==> src/rtl/mem_pkg.sv <==
`default_nettype none
// mem_pkg -- memory-op encodings and load-metadata record shared by the load aligner (rev 1.0)
package mem_pkg;

  localparam logic [1:0] MEMOP_NONE  = 2'b00;
  localparam logic [1:0] MEMOP_LOAD  = 2'b01;
  localparam logic [1:0] MEMOP_STORE = 2'b10;

  localparam logic [1:0] MEMSIZE_B = 2'b00;
  localparam logic [1:0] MEMSIZE_H = 2'b01;
  localparam logic [1:0] MEMSIZE_W = 2'b10;
  localparam logic [1:0] MEMSIZE_D = 2'b11;

  // off is sized for the widest datapath; on XLEN=32 bit 2 is always zero
  typedef struct packed {
    logic [2:0] off;
    logic [1:0] size;
    logic       uns;
    logic [4:0] rd;
    logic       mis;
  } meta_t;

  function automatic int meta_width();
    return $bits(meta_t);
  endfunction

  function automatic logic is_misaligned(input logic [1:0] size, input logic [2:0] off,
                                         input logic narrow);
    logic m;
    m = 1'b0;
    case (size)
      MEMSIZE_H: m = off[0];
      MEMSIZE_W: m = (off[1:0] != 2'b00);
      MEMSIZE_D: m = narrow || (off != 3'b000);
      default:   m = 1'b0;
    endcase
    return m;
  endfunction

endpackage
`default_nettype wire

==> src/rtl/mem_load_extract.sv <==
`default_nettype none
// mem_load_extract -- shifts the addressed field down, truncates and sign/zero-extends (rev 1.0)
module mem_load_extract
  import mem_pkg::*;
#(
  parameter int XLEN = 32
) (
  input  logic [XLEN-1:0] raw,
  input  logic [2:0]      off,
  input  logic [1:0]      size,
  input  logic            uns,
  input  logic            mis,
  output logic [XLEN-1:0] data
);

  localparam logic [XLEN-1:0] MASK_B = XLEN'(8'hFF);
  localparam logic [XLEN-1:0] MASK_H = XLEN'(16'hFFFF);
  localparam logic [XLEN-1:0] MASK_W = XLEN'(32'hFFFF_FFFF);

  logic [XLEN-1:0] shifted;
  logic [XLEN-1:0] mask;
  logic            sign;

  always_comb begin
    shifted = raw >> {off, 3'b000};
    mask    = '1;
    sign    = shifted[XLEN-1];
    case (size)
      MEMSIZE_B: begin mask = MASK_B; sign = shifted[7];  end
      MEMSIZE_H: begin mask = MASK_H; sign = shifted[15]; end
      MEMSIZE_W: begin mask = MASK_W; sign = shifted[31]; end
      default:   ;
    endcase
    data = '0;
    if (!mis) data = (shifted & mask) | ({XLEN{sign & ~uns}} & ~mask);
  end

endmodule
`default_nettype wire

==> src/rtl/mem_load_align.sv <==
`default_nettype none
// mem_load_align -- in-order load-return aligner with credit-based request flow control (rev 1.0)
module mem_load_align
  import mem_pkg::*;
#(
  parameter int XLEN  = 32,
  parameter int DEPTH = 4
) (
  input  logic            clk,
  input  logic            rst_n,
  input  logic            flush,
  input  logic            reqValid,
  output logic            reqReady,
  input  logic [XLEN-1:0] reqAddr,
  input  logic [1:0]      reqMemOp,
  input  logic [1:0]      reqMemSize,
  input  logic            reqUnsigned,
  input  logic [4:0]      reqRd,
  input  logic            memRspValid,
  input  logic [XLEN-1:0] memRspData,
  output logic            outValid,
  input  logic            outReady,
  output logic [XLEN-1:0] outData,
  output logic [4:0]      outRd,
  output logic            outMisaligned,
  output logic            errUnexpected
);

  localparam int OFFW   = $clog2(XLEN/8);
  localparam int PTRW   = $clog2(DEPTH);
  localparam int CNTW   = $clog2(DEPTH+1);
  localparam int META_W = meta_width();
  localparam logic [CNTW-1:0] FULL_CREDITS = CNTW'(DEPTH);

  logic [META_W-1:0] meta_mem [DEPTH];
  logic [PTRW-1:0]   meta_wr, meta_rd;
  logic [CNTW-1:0]   meta_cnt;

  logic [XLEN-1:0]   res_data [DEPTH];
  logic [4:0]        res_tag  [DEPTH];
  logic [DEPTH-1:0]  res_mis;
  logic [PTRW-1:0]   res_wr, res_rd;
  logic [CNTW-1:0]   res_cnt;

  logic [CNTW-1:0]   credits, drop_cnt, drop_flush;
  logic              err;

  meta_t             new_meta, head_meta;
  logic [XLEN-1:0]   head_data;
  logic              load_acc, rsp_pop, rsp_drop, rsp_orphan, retire;
  logic              unused_addr_hi;

  assign unused_addr_hi = ^reqAddr[XLEN-1:OFFW];

  always_comb begin
    new_meta      = '0;
    new_meta.off  = 3'(reqAddr[OFFW-1:0]);
    new_meta.size = reqMemSize;
    new_meta.uns  = reqUnsigned;
    new_meta.rd   = reqRd;
    new_meta.mis  = is_misaligned(reqMemSize, new_meta.off, XLEN == 32);
  end

  assign head_meta = meta_t'(meta_mem[meta_rd]);

  mem_load_extract #(.XLEN(XLEN)) u_extract (
    .raw  (memRspData),
    .off  (head_meta.off),
    .size (head_meta.size),
    .uns  (head_meta.uns),
    .mis  (head_meta.mis),
    .data (head_data)
  );

  assign reqReady   = rst_n && !flush && (credits != '0) && (drop_cnt == '0);
  assign load_acc   = reqValid && reqReady && (reqMemOp == MEMOP_LOAD);
  assign rsp_drop   = memRspValid && (drop_cnt != '0);
  assign rsp_pop    = memRspValid && (drop_cnt == '0) && (meta_cnt != '0);
  assign rsp_orphan = memRspValid && (drop_cnt == '0) && (meta_cnt == '0);
  assign retire     = outValid && outReady;

  // A response arriving in the flush cycle belongs to the oldest pending load and is dropped with it
  assign drop_flush = drop_cnt + meta_cnt - CNTW'(rsp_drop | rsp_pop);

  always_ff @(posedge clk) begin
    if (!rst_n) begin
      meta_wr  <= '0;
      meta_rd  <= '0;
      meta_cnt <= '0;
      res_wr   <= '0;
      res_rd   <= '0;
      res_cnt  <= '0;
      credits  <= FULL_CREDITS;
      drop_cnt <= '0;
      err      <= 1'b0;
    end else if (flush) begin
      meta_wr  <= '0;
      meta_rd  <= '0;
      meta_cnt <= '0;
      res_wr   <= '0;
      res_rd   <= '0;
      res_cnt  <= '0;
      drop_cnt <= drop_flush;
      credits  <= FULL_CREDITS - drop_flush;
    end else begin
      if (load_acc) begin
        meta_mem[meta_wr] <= new_meta;
        meta_wr           <= meta_wr + 1'b1;
      end
      if (rsp_pop) begin
        meta_rd          <= meta_rd + 1'b1;
        res_data[res_wr] <= head_data;
        res_tag[res_wr]  <= head_meta.rd;
        res_mis[res_wr]  <= head_meta.mis;
        res_wr           <= res_wr + 1'b1;
      end
      if (retire) res_rd <= res_rd + 1'b1;
      meta_cnt <= meta_cnt + CNTW'(load_acc) - CNTW'(rsp_pop);
      res_cnt  <= res_cnt + CNTW'(rsp_pop) - CNTW'(retire);
      credits  <= credits + CNTW'(retire) + CNTW'(rsp_drop) - CNTW'(load_acc);
      if (rsp_drop)   drop_cnt <= drop_cnt - 1'b1;
      if (rsp_orphan) err      <= 1'b1;
    end
  end

  assign outValid      = (res_cnt != '0);
  assign outData       = outValid ? res_data[res_rd] : '0;
  assign outRd         = outValid ? res_tag[res_rd]  : '0;
  assign outMisaligned = outValid && res_mis[res_rd];
  assign errUnexpected = err;

endmodule
`default_nettype wire

==> config.mk <==
export PLATFORM = sky130hd
export DESIGN_NAME = mem_load_align
export DESIGN_NICKNAME = d
export VERILOG_FILES = /design/src/rtl/mem_pkg.sv /design/src/rtl/mem_load_extract.sv /design/src/rtl/mem_load_align.sv
export SDC_FILE = /design/constraint.sdc
export NUM_CORES = 1
export LEC_CHECK = 0
export CORE_MARGIN = 4
export CORE_UTILIZATION = 56
export DETAILED_ROUTE_END_ITERATION = 10
export GPL_ROUTABILITY_DRIVEN = 0
export PLACE_DENSITY_LB_ADDON = 0.12
export SYNTH_ARGS = -nofsm -noshare
export SYNTH_HDL_FRONTEND = slang
export SYNTH_SLANG_ARGS = --single-unit
==> constraint.sdc <==
create_clock -name clk -period 3.6 [get_ports clk]
set_clock_uncertainty 0.15 [all_clocks]
set_input_delay 1.08 -clock clk [delete_from_list [all_inputs] [get_ports clk]]
set_output_delay 1.08 -clock clk [all_outputs]
set_load 0.02 [all_outputs]
==> results of run 1 <==
[cell type report]
class | instances | area, sq um | share of cell area [%]
well taps | 220 | 275.3 | 2.369
inverters | 28 | 105.1 | 0.9045
flip-flops and latches | 221 | 6390 | 54.99
clock inverters | 12 | 80.08 | 0.6891
clock buffers | 25 | 583.1 | 5.018
repair buffers | 117 | 1175 | 10.11
multi-input cells | 289 | 3012 | 25.92
[power breakdown]
group	switching, mW	total [mW]	internal [mW]
Clock	0.873	2.10	1.22
Combinational	0.258	0.518	0.260
Sequential	0.0212	2.83	2.81
[per-stage QoR]
| step | setup WS [ns] | hold WS [ns] | power (mW) | setup TNS, ns |
|---|---|---|---|---|
| after CTS | 0.05046 | 0.3283 | 5.496 | 0 |
| after floorplan | 0.06604 | 0.3347 | 3.221 | 0 |
| after global routing | 0.002416 | 0.3439 | 5.664 | 0 |
| after detailed placement | -0.2766 | 0.3138 | 3.404 | -0.5195 |
| after global placement | -0.1581 | 0.2963 | 3.376 | -0.2881 |
| final | 0.07530 | 0.3313 | 5.442 | 0 |
[cell usage in the layout, fill, tap and decap left out, types with 6 or more instances in the layout]
cell type        synthesis  layout
inv_1                   28      28
dlygate4sd2_1            0      29
xnor2_1                 14      14
buf_4                    2      20
dfxtp_1                 25      24
ha_1                    19      19
o22ai_1                  7       7
nand2b_1                 7       7
nor2b_1                 13      13
mux2i_1                 23      23
nand2_1                 32      32
edfxtp_1               196     196
and3_1                   8       8
clkinv_1                 0       6
nand2_2                  8       8
nor2_1                  17      17
mux4_2                  52      52
and2_1                  47      47
clkdlybuf4s50_1          0      61
o21ai_0                  6       6
clkbuf_16                0      23
[logic make-up after synthesis]
family                   count (synthesis)
XOR/XNOR                                18
buffers and inverters                   55
multiplexers                            80
AO/OA/AOI/OAI                           25
flip-flops                             221
AND/OR/NAND/NOR                        142
adder cells (fa/ha/maj)                 24
[worst max-delay path: stages (launching register included)]
cell             delay, ns
dfxtp_4               0.41
buf_16                0.17
mux4_2                0.49
and2_1                0.19
clkdlybuf4s50_1       0.54
[metal layers]
| layer | GRT usage (%) | share of wire (%) | vias to the layer above |
|---|---|---|---|
| li1 | - | - | 2366 |
| met1 | 25.46 | 41 | 2639 |
| met2 | 34.33 | 52 | 136 |
| met3 | 3.842 | 5.9 | 27 |
| met4 | 4.634 | 1.4 | 4 |
| met5 | 0 | 0.18 | - |
[cells in the mapped netlist, drive strengths merged (2+ instances only)]
cell	count	area (sq um)
and2	47	294.0
and3	8	50.05
buf	13	101.3
clkbuf	14	52.55
dfxtp	25	500.5
edfxtp	196	5886
fa	5	100.1
ha	19	237.7
inv	28	105.1
mux2i	23	230.2
mux4	57	1303
nand2	40	170.2
nand2b	7	43.79
nor2	17	63.81
nor2b	13	81.33
nor3	2	15.01
o21a	2	15.01
o21ai	9	52.55
o22ai	8	56.30
or3	2	12.51
xnor2	14	122.6
xor2	4	35.03
[worst max path at each step]
stage                     startpoint                    end  slack [ns]  cells past startpoint
after floorplan                rst_n  credits[2]$_SDFF_PN1_        0.07                     12
after global placement         rst_n  credits[2]$_SDFF_PN1_       -0.16                     12
after detailed placement       rst_n  credits[2]$_SDFF_PN1_       -0.28                     12
after CTS                  flip-flop            outData[20]        0.05                      4
after global routing           rst_n               reqReady       0.002                      4
final                      flip-flop            outData[20]        0.08                      4
[flip-flops by register name, indices dropped and copies added (netlist names), named ones only]
register,count
drop_cnt,3
errUnexpected,1
res_mis,4
res_tag,20
meta_wr,2
meta_mem,44
meta_rd,2
credits,3
res_rd,2
res_wr,2
res_data,128
meta_cnt,3
res_cnt,3
==> metrics list, run 1 <==
- The initial antenna violation count is 2.
- The final layout contains 783 nets.
- The longest clock path from root to sink contains 3 buffers.
- For the worst-skew pair, the clock arrives at the later sink with an insertion delay of 0.49 ns.
- Unrepaired setup endpoints after global routing: no
- The finished cells cover 0.01162 sq mm.
- Summing the sequential cell areas from Yosys gives 66.13% of the chip area.
- Largest family of logic cells by synthesized area: multiplexers
* Synth unique cells: 42
* Count of filler cells inserted in the layout: 1,172
- After clock tree synthesis, the clock-pin slew on the worst setup and hold paths is 0.06 ns.
- A synthesized cell averages 17.09 sq um.
* Maximum number of pins on one net before global-route repair: 41
* Final Util: 69.33%
- Min-Delay Endpoint: errUnexpected$_SDFFE_PN0P_
- For the worst flop-to-flop path, the logic depth is 13.
* Count of buffers inserted at the top-level ports: 90
- First-pass GRT wire length: 29.82 mm
- The initialized floorplan defines 47 standard-cell rows.
- The cell count after synthesis came out at 565.
- Area share of xor/xnor cells in the synthesized design: 1.633%
- 121 I/O pins were placed.
- Summing all placed instances gives a cell area of 0.01093 sq mm.
- Max-cap viol count: 0
- Vias in the first global route: 5,538
* Initial standard-cell utilization of the core: 57.62%
- Tmin final: 3.525 ns
- After Yosys synthesis, and, or, nand and nor cells account for 8.266% of the synthesized area.
- Fraction of layout cells with a size suffix above 1: 17.92%
- The worst pin sits at a relative slew slack of 55.15%.
* Synthesized Nets: 669
- Remaining antenna violation count after routing: 0
- Summed over all layers, the routed wires come to 18.76 mm.
- After detailed routing, the number of remaining DRC violations is 0.
- For this run, the leading register cell type out of synthesis is edfxtp_1.
- Along the worst path, the maximum fanout reaches 9.
- Vias: 5,172
* Width of the die: 139.3 um
- Detailed router's first-iteration violation count: 270
- For this run, the detailed router's first-pass iteration total came to 4.
- For this run, the total global-route usage over all layers was measured as 19.56%.
- Final count of hold timing violations: 0
* Number of warning messages in the yosys log: 0
- Post-detailed-route wirelength per cell: 20.57 um
* Number of synthesized flops with an enable pin: 196
- Type of the most critical hold path: reg -> reg
- CP Launch Type: flip-flop
* Sum of overflow across all layers after global routing: 0
- After clock tree synthesis, the flow added hold-fix buffers numbering 0.
- Resize count post-CTS: 31
- TritonCTS clock tree: built
- Reg-to-Reg Start: drop_cnt[0]$_SDFFE_PN0P_
- Setup violations, final: 0
* Synthesis-stage register bit count: 221
- After Yosys synthesis, full adders, half adders and majority gates account for 3.498% of the synthesized area.
* Overall die height: 139.3 um
- Critical path start-end classification: reg -> out
* Beginning of the worst hold path: errUnexpected$_SDFFE_PN0P_
* Std-Cell Core Area: 0.01676 sq mm
* Hold Crit Depth: 1
- Final HPWL from detailed placement: 11.75 mm
- The max-slew violation count is 0.
- Leaving out filler cells and counting taps, the final layout contains 912.
- The floorplan step defined a die boundary enclosing 0.01941 sq mm.
* Post-CTS Setup Inserts: 0
* Final worst path period share: 97.91%
- STA puts the critical path data arrival time at 2.29 ns.
- For this design the static power due to leakage is 4.222 nW.
- Maximum vdd drop: 0.4625 mV
- From synthesis to final layout, the design area changed by 20.33%.
* Post-Place Cells: 873
- At the pin with the least slew margin, the transition time is 0.6727 ns.
- For flop-to-flop paths, the worst setup slack is 0.59 ns.
* FF-to-FF End: credits[2]$_SDFF_PN1_
- Using the TritonRoute via totals, the vias-per-cell ratio works out to 5.671.
- TritonCTS buffer count: 22
* Timing-limited maximum frequency: 283.7 MHz
- Library cell used as clock root buffer: clkbuf_16
- Post-Synthesis Cell Area: 0.009657 sq mm
- Compound-gate portion of the synthesized area: 1.918%
* Outcome: completed
- Multiplexer share of the synthesized area: 15.87%
- The repair_antennas step left the layout with diodes totalling 0.
- H-Tree Level Count: 1
* Power density over cell area: 468.4 mW/mm^2
- STA puts the critical path data required time at 2.37 ns.
- Setup crit end kind: primary output
- Clock Sinks: 221
* Fraction of registers with async set or reset after synthesis: 0%
No activity file was read; power rests on OpenSTA's default activity.
==> run 2: changes to the inputs <==
--- a/config.mk
+++ b/config.mk
@@ -5,8 +5,10 @@
 export SDC_FILE = /design/constraint.sdc
 export NUM_CORES = 1
 export LEC_CHECK = 0
+export CELL_PAD_IN_SITES_DETAIL_PLACEMENT = 1
+export CELL_PAD_IN_SITES_GLOBAL_PLACEMENT = 1
 export CORE_MARGIN = 4
-export CORE_UTILIZATION = 56
+export CORE_UTILIZATION = 47
 export DETAILED_ROUTE_END_ITERATION = 10
 export GPL_ROUTABILITY_DRIVEN = 0
 export PLACE_DENSITY_LB_ADDON = 0.12
==> run 2 against run 1 <==
- register-to-register slack lost 0.02 ns
- final cell count grew 5.9%
- maximum frequency grew 0.85%
- highest routed layer unchanged
- critical path depth is the same
- setup slack gained 0.030 ns
- power is essentially flat
- hold slack lost 0.013 ns
- combinational power shrank 1%
==> metrics list, run 2 (synthesis gave the netlist of run 1 again) <==
* TritonCTS buffer count: 23
* Max stage delay cell, worst path: clkdlybuf4s50_1
- Summed over all nets, the half-perimeter wirelength after detailed placement is 13.76 mm.
- IR analysis of the VDD net gives a maximum drop of 0.3189 mV.
* Detail-routed via count per cell: 5.332
- The library cells used most frequently in the layout, excluding fill and tap cells, are 196 x edfxtp_1, 52 x mux4_2, 52 x clkdlybuf4s50_1, 47 x and2_1, 38 x dlygate4sd2_1.
* Detailed router's first-iteration violation count: 317
- Type of the most critical hold path: reg -> reg
* Final worst path period share: 97.08%
- Static leakage: 4.274 nW
- Worst-path maximum fanout: 2
- Post-CTS Setup Inserts: 0
* Library cell used as clock root buffer: clkbuf_16
- The number of global-route vias before repair came to 5,817.
- Std-Cell Rows: 52
- Maximum number of pins on one net before global-route repair: 41
* CP Launch Type: input port
* TritonCTS clock tree: built
- DR pass1 iterations: 4
- DRC errors left: 0
- Measured along the y axis, the die boundary spans 151.3 um.
- The post-route netlist has 18.53% of its cells at a drive strength greater than 1.
* Setup slack of the worst register-to-register path: 0.57 ns
- First-pass GRT wire length: 32.98 mm
- The core region is 0.02023 sq mm.
- Dividing the detail-routed wire length by the instance count gives 21.53 um.
* Clock slew at reported path FFs: 0.06 ns
- Along the worst hold path, the cell count comes to 1.
- Crit path arrival time: 2.26 ns
* Tmin final: 3.495 ns
- Worst Max-Slew Pin Slew: 0.6672 ns
- The worst setup path is captured at a primary output.
- Quantity of hold-fixing buffers added after cts: 0
* Relative area change from synthesis to final layout: 21.02%
- Antenna cells: 0
- Number of pins exceeding their max-slew limit in the final report: 0
- At the end of the flow, the number of nets in the layout was 787.
* Crit path to: reqReady
- H-Tree Level Count: 1
* Largest Register: res_data
- Leaving out fill and tap cells, the most frequent cell in the layout is edfxtp_1.
- After detailed routing, the total wire length is 20.80 mm.
- Width of the die: 151.3 um
- Latest clock arrival within the worst-skew pair: 0.52 ns
- Post-Route Hold Slack: 0.3187 ns
* First element of the critical path: rst_n
* Post-Place Cells: 927
- Max-slew headroom at the worst pin: 55.52%
- Timing-limited maximum frequency: 286.1 MHz
* Critical path start-end classification: in -> out
- The worst register-to-register path ends at res_data[2][18]$_DFFE_PP_.
* Top cell family by delay on the critical path: buffers and inverters
- Across the run, the number of max-cap violations was 0.
* Power density over cell area: 466.1 mW/mm^2
- The critical path contains buffers and inverters numbering 2 combined.
- Non-filler instance count after layout: 966
* R2r worst-path depth: 5
- Antenna violations before repair: 1
- The number of hold violations in the final report is 0.
- STA puts the critical path data required time at 2.37 ns.
- No sink is reached through more buffers than the 3 on the longest clock path.
- The detail route stage leaves a number of antenna-violating nets equal to 0.
- Setup violations remaining at the end of the flow were counted as 0.
- The largest single stage delay on the critical path is 0.47 ns.
* Sum of overflow across all layers after global routing: 0
- Largest registers: res_data: 128 flops, meta_mem: 44 flops, res_tag: 20 flops
- Initial standard-cell utilization of the core: 47.72%
- Unrepaired setup endpoints after global routing: no
- Total global routing track utilization: 19.02%
* Vias: 5,151
- Outcome: completed
- The critical path crosses 4 cells after its start point.
* Number of top-level design ports: 121
- The die covers 0.02290 sq mm.
- The count of buffers added on input and output ports is 90.
* Clock Sinks: 221
* Number of flip-flops under the largest register name: 128
- Series of cell instances along the critical path: clkdlybuf4s50_1 -> nor2b_1 -> o311a_1 -> dlygate4sd2_1
run 2: cell types whose count changed in the layout (fill, tap and decap cells not counted), sizes merged:
cell / delta
buf: +4
bufbuf: -1
bufinv: -1
clkbuf: +3
clkdlybuf4s50: -9
clkinv: -1
clkinvlp: -1
dlygate4sd2: +9
inv: +1
run 2: worst register-to-register path: cells and delay by family, from the launching register on:
kind	cells	cell delay, ns
and+or+nand+nor	2	0.68
buffers and inverters	1	0.25
AOI/OAI and AO/OA	1	0.35
muxes	1	0.59
DFF	1	0.68
run 2: layout make-up:
cell class / instances / area (sq um)
fillers: 1877 / 8548
repair buffers: 120 / 1185
clock inverters: 10 / 58.81
clock buffers: 28 / 594.3
flip-flops and latches: 221 / 6390
well taps: 270 / 337.8
multi-input cells: 289 / 3015
inverters: 28 / 105.1
run 2: what timing repair did:
| action | 4_1_cts | 5_1_grt |
|---|---|---|
| gates resized for setup | 41 | 1 |
| cloned | 1 | 0 |
| endpoints found under the setup margin | 38 | 1 |
run 2: power breakdown:
part           switching (mW)  internal [mW]
sequential             0.0222           2.81
clock                   0.932           1.17
combinational           0.257          0.256
run 2: worst min-delay path by stage:
stage                          startpoint                         end  slack (ns)
2_1_floorplan     meta_rd[1]$_SDFFE_PP0P_                   flip-flop        0.33
3_3_place_gp   errUnexpected$_SDFFE_PN0P_  errUnexpected$_SDFFE_PN0P_        0.30
3_5_place_dp   errUnexpected$_SDFFE_PN0P_  errUnexpected$_SDFFE_PN0P_        0.31
4_1_cts        errUnexpected$_SDFFE_PN0P_  errUnexpected$_SDFFE_PN0P_        0.33
5_1_grt        errUnexpected$_SDFFE_PN0P_  errUnexpected$_SDFFE_PN0P_        0.36
6_report       errUnexpected$_SDFFE_PN0P_  errUnexpected$_SDFFE_PN0P_        0.32
run 2: routing by layer:
metal	routed length (um)	up-vias	GRT usage [%]
met5	20	-	0
met1	8582	2640	24.94
met3	985	32	3.052
li1	-	2379	-
met4	385	2	4.397
met2	10820	98	33.45
run 2: stage by stage:
| stage | area [sq um] | utilization, % | worst slack, ns | setup TNS [ns] | power (mW) |
|---|---|---|---|---|---|
| 6_report | 11690 | 57.75 | 0.1050 | 0 | 5.447 |
| 3_3_place_gp | 11040 | 54.56 | -0.1824 | -0.3341 | 3.387 |
| 4_1_cts | 11680 | 57.74 | 0.03494 | 0 | 5.519 |
| 5_1_grt | 11690 | 57.75 | 0.05741 | 0 | 5.708 |
| 2_1_floorplan | 9658 | - | 0.06604 | 0 | 3.221 |
| 3_5_place_dp | 11040 | 54.56 | -0.2626 | -0.4850 | 3.408 |
